$ cat config.mk
export PLATFORM = sky130hd
export DESIGN_NAME = branch_target_predictor
export DESIGN_NICKNAME = d
export VERILOG_FILES = /design/src/rtl/branch_target_predictor.sv
export SDC_FILE = /design/constraint.sdc
export NUM_CORES = 2
export LEC_CHECK = 0
export CAP_MARGIN = 20
export CORE_MARGIN = 2
export CORE_UTILIZATION = 65
export CTS_BUF_LIST = sky130_fd_sc_hd__clkbuf_4 sky130_fd_sc_hd__clkbuf_8
export DETAILED_ROUTE_END_ITERATION = 10
export PLACE_DENSITY = 0.84
export SLEW_MARGIN = 40
export SYNTH_ARGS = -nofsm -noshare
export SYNTH_HDL_FRONTEND = slang
export SYNTH_SLANG_ARGS = --single-unit
$ cat constraint.sdc
create_clock -name clk -period 131.5 [get_ports clk]
set_input_delay 32.875 -clock clk [delete_from_list [all_inputs] [get_ports clk]]
set_output_delay 32.875 -clock clk [all_outputs]
set_load 0.01 [all_outputs]
$ cat src/rtl/branch_target_predictor.sv
// Direct-mapped branch target buffer with 2-bit saturating counters.
// Optional statistics counters enabled by defining BTP_STATS_EN.
module branch_target_predictor #(
  parameter int         DATA_W   = 64,
  parameter int         ENTRIES  = 16,
  parameter int         TAG_W    = DATA_W - $clog2(ENTRIES) - 2,
  parameter logic [1:0] CNT_INIT = 2'b10,
  parameter int         STAT_W   = 32
) (
  input  logic              clk,
  input  logic              arst,
  input  logic              enable,
  input  logic              inv,
  input  logic [DATA_W-1:0] lk_pc,
  output logic              lk_hit,
  output logic              lk_taken,
  output logic [DATA_W-1:0] lk_target,
  input  logic              upd_valid,
  input  logic [DATA_W-1:0] upd_pc,
  input  logic [DATA_W-1:0] upd_target,
  input  logic              upd_taken,
  input  logic              upd_mispredict
`ifdef BTP_STATS_EN
  ,
  input  logic              stat_clear,
  output logic [STAT_W-1:0] stat_updates,
  output logic [STAT_W-1:0] stat_mispredicts
`endif
);

  localparam int IDX_W = $clog2(ENTRIES);
  localparam int TLO   = IDX_W + 2;

  logic              valid_q  [ENTRIES];
  logic [TAG_W-1:0]  tag_q    [ENTRIES];
  logic [DATA_W-1:0] target_q [ENTRIES];
  logic [1:0]        cnt_q    [ENTRIES];

  logic [IDX_W-1:0] lk_idx;
  logic [TAG_W-1:0] lk_tag;
  logic [IDX_W-1:0] u_idx;
  logic [TAG_W-1:0] u_tag;
  logic             u_hit;
  logic             accept;
  logic             unused_ok;

  // Low PC bits and aliased upper bits are deliberately ignored.
  assign unused_ok = ^{lk_pc, upd_pc, upd_mispredict};

  assign lk_idx = lk_pc[TLO-1:2];
  assign lk_tag = lk_pc[TLO+TAG_W-1:TLO];
  assign u_idx  = upd_pc[TLO-1:2];
  assign u_tag  = upd_pc[TLO+TAG_W-1:TLO];

  assign lk_hit    = valid_q[lk_idx] && (tag_q[lk_idx] == lk_tag);
  assign lk_taken  = lk_hit && cnt_q[lk_idx][1];
  assign lk_target = lk_hit ? target_q[lk_idx] : '0;

  assign u_hit  = valid_q[u_idx] && (tag_q[u_idx] == u_tag);
  assign accept = enable && upd_valid && !inv;

  always_ff @(posedge clk or posedge arst) begin
    if (arst) begin
      for (int i = 0; i < ENTRIES; i++) begin
        valid_q[i]  <= 1'b0;
        tag_q[i]    <= '0;
        target_q[i] <= '0;
        cnt_q[i]    <= 2'b00;
      end
    end else if (enable && inv) begin
      for (int i = 0; i < ENTRIES; i++) begin
        valid_q[i] <= 1'b0;
      end
    end else if (accept) begin
      if (u_hit) begin
        if (upd_taken) begin
          target_q[u_idx] <= upd_target;
          if (cnt_q[u_idx] != 2'b11) begin
            cnt_q[u_idx] <= cnt_q[u_idx] + 2'b01;
          end
        end else if (cnt_q[u_idx] != 2'b00) begin
          cnt_q[u_idx] <= cnt_q[u_idx] - 2'b01;
        end
      end else if (upd_taken) begin
        valid_q[u_idx]  <= 1'b1;
        tag_q[u_idx]    <= u_tag;
        target_q[u_idx] <= upd_target;
        cnt_q[u_idx]    <= CNT_INIT;
      end
    end
  end

`ifdef BTP_STATS_EN
  always_ff @(posedge clk or posedge arst) begin
    if (arst) begin
      stat_updates     <= '0;
      stat_mispredicts <= '0;
    end else if (enable && stat_clear) begin
      stat_updates     <= '0;
      stat_mispredicts <= '0;
    end else if (accept) begin
      if (stat_updates != '1) begin
        stat_updates <= stat_updates + 1'b1;
      end
      if (upd_mispredict && stat_mispredicts != '1) begin
        stat_mispredicts <= stat_mispredicts + 1'b1;
      end
    end
  end
`endif

endmodule

==> impl_metrics.csv <==
group,metric,value,unit
drt,routed-via-count,61546,
drt,wl,274,mm
timing,setup_tns,0,ns
clocking,ctsHoldBuffers,0,
setup_path,critPathLaunch,"lk_pc[2]",
pwr,comb_power_share,12.6,%
setup_path,crit_path_max_fanout,56,
clocking,cts_max_path_buffers,4,
grt,antenna_found_initial,48,
timing,drv_slew,0,
yosys,synth-seq-cells,2000,
pwr,intPower,1100,uW
floorplanning,num_io_pins,265,
setup_path,cp-end-kind,"primary output",
layout,post-route-cell-area,112000,um^2
yosys,syn_nets,6600,
timing,skew,0.0991,ns
yosys,ys.flop_type,"dfrtp_1",
min_path,min_path_type,"reg2reg",
pwr,peakVddDrop,13.7,uV
pwr,p_leak,0.0522,uW
clocking,insertion_delay,1.09,ns
yosys,syn-cell-area,101000,um^2
clocking,cts_tree,"built",
drt,wl_per_cell,31.2,um
drt,vias_per_cell,6.99,
layout,nNetsFinal,6698,
timing,relSlewSlack,38.2,%
clocking,clock-root-buffer,"clkbuf_8",
flow_run,maxCapViolCount,0,
setup_path,critical_path_arrival,40.11,ns
pwr,seqPwrFrac,47.3,%
timing,setup_ws,58.51,ns
yosys,ys_warn_count,0,
floorplanning,core,154000,um^2
timing,period_share,55.5,%
pwr,p_switching,371,uW
floorplanning,die_x,399,um
timing,rsz0062_at_grt,"no",
floorplanning,start_util,65.6,%
drt,first_iter_violations,6058,
floorplanning,die_area,159000,um^2
grt,grt_max_degree,132,
clocking,cts_max_level,5,
clocking,cts_setup_buffers,0,
placed_design,pre_cts_slack,58.32,ns
layout,syn_to_final_growth,10.9,%
clocking,cts.sinks,2000,
timing,worstMarginPinSlew,0.928,ns
yosys,async_reset_ff_share,100,%
timing,min_period,72.99,ns
setup_path,reg2reg_from,"tag_q[16]$_DFFE_PP0P_",
yosys,synth_area_per_cell,15.8,um^2
timing,report.final.setup_viol,0,
grt,grt_pass1_vias,64784,
drt,firstDrtPassIters,9,
grt,overflow,0,
placed_design,io_buffers,259,
timing,hold_viol,0,
run_status,outcome,"finished, final reports clean",
pwr,pwr-share-clk,40.0,%
drt,ant_nets,0,
layout,layout-drive-gt1-share,52.8,%
setup_path,required,98.63,ns
timing,fmax,0.0137,GHz
clocking,clk_pin_slew,0.06,ns
placed_design,dp_hpwl,160,mm
grt,grt_pass1_wl,413,mm
grt,grt.total_usage,35.0,%
floorplanning,fp-row-count,144,
pwr,powerDensity,13.1,nW/um^2
drt,drc,0,
placed_design,dpl_cell_area,105000,um^2
setup_path,crit_type,"in2out",
clocking,cts-buffers-inserted,343,
yosys,synthCells,6399,
yosys,synthDistinctLibCells,79,
pwr,swShare,25.2,%
setup_path,startpoint_type,"primary input",
min_path,min_from,"target_q[94]$_DFFE_PP0P_",
placed_design,place.gp.congestion,0.962,
yosys,ys_seq_area_share,49.4,%
clocking,cts_resized,0,
yosys,synth-edff-count,0,
floorplanning,die_h,399,um
[critical path, stage by stage]
cell	delay, ns
buf_8	0.29
buf_16	0.31
buf_4	0.71
buf_4	0.68
buf_4	0.64
mux4_2	0.59
mux4_2	0.60
nand2_1	0.11
o21ai_0	0.16
nor4_1	0.68
nand3_1	0.15
or4_4	0.80
buf_6	0.30
nor2b_1	0.30
clkdlybuf4s50_1	0.58
[state kept, by name, summed over array words and instances (netlist names)]
signal / cells
cnt_q: 32
tag_q: 928
target_q: 1024
valid_q: 16
[layout by cell type, fill, tap and decap left out, types with 34 or more instances in the layout]
cell             instances
xnor2_1                 71
a22oi_1                 75
clkbuf_8               423
diode_2                 34
clkbuf_4               116
mux2_2                1753
nor2b_1                 74
buf_6                   37
mux2_4                 260
mux4_2                 766
buf_4                   67
o22ai_1                 34
mux2i_1                212
nand2_1                 53
clkdlybuf4s50_1        250
nor2_1                  49
dfrtp_1               2000
[metal layers]
layer	global-route usage (%)	part of all wire, %	vias up
met5	0	0.098	-
met4	17.3	4.9	42
met3	9.36	9.5	799
met2	53.7	47	2913
met1	46.7	38	33096
li1	-	-	24696
[synth_stat cells, drive strengths merged, types with 8 or more instances]
cell	instances	area (um^2)
nor2b	88	611
nor3	23	115
mux2	2013	23600
and4	8	70.1
a221oi	9	85.1
xnor2	73	639
buf	351	2090
a31oi	25	156
and2	11	68.8
nand2b	10	62.6
a211oi	13	97.6
o22ai	34	213
clkbuf	284	1070
nor4	33	228
a21oi	22	110
inv	26	97.6
xor2	24	210
nand4	21	138
nor2	52	200
nand2	69	262
dfrtp	2000	50000
mux4	766	17300
a22oi	75	563
mux2i	212	2120
nand3	13	70.1
o21ai	34	170
and3	13	81.3
a22o	14	123
[worst paths after layout]
path	to	slack (ns)	cells past startpoint
worst min register to register	target_q[94]$_DFFE_PP0P_	0.50	1
min in group asynchronous	target_q[451]$_DFFE_PP0P_	32.40	2
worst min-delay path	target_q[94]$_DFFE_PP0P_	0.50	1
worst max register to register	tag_q[566]$_DFFE_PP0P_	125.40	12
worst max-delay path	lk_target[46]	58.51	15
max in group asynchronous	target_q[50]$_DFFE_PP0P_	95.10	9
[metrics by stage]
step	instances	total power, uW	hold slack (ns)	utilization [%]
after global placement	8179	879	0.481	67.6
after floorplan	6399	839	0.474	-
after CTS	8770	1480	0.501	72.6
final	8807	1470	0.498	72.7
after global routing	8788	1520	0.506	72.7
after detailed placement	8193	891	0.487	68.0
[layout make-up]
type / count / area (um^2)
antenna: 34 / 85.1
clock buffer: 536 / 6650
clock inverter: 41 / 458
fill: 9304 / 42100
inverter: 26 / 113
multi-input combinational: 3738 / 48300
sequential: 2000 / 50000
tap: 2044 / 2560
timing repair buffer: 388 / 4120
[power groups by stage]
stage	clock, uW	sequential [uW]	combinational, uW
floorplan	0	700	139
global placement	0	701	177
detailed placement	0	706	184
CTS	596	696	185
global route	625	702	197
finish	590	698	186
[cells by family (layout without fill, tap and decap cells)]
family                   after synthesis  count (layout)  share of synthesized area [%]
AND/OR/NAND/NOR                      365             365                           2.07
multiplexers                        2991            2991                           42.5
flip-flops                          2000            2000                           49.4
XOR/XNOR                              97              97                          0.839
AO/OA/AOI/OAI                        283             283                           1.99
buffers and inverters                661             991                           3.21
adder cells (fa/ha/maj)                2               2                         0.0247
other                                  0              34                              0
No activity file was read; power rests on OpenSTA's default activity.
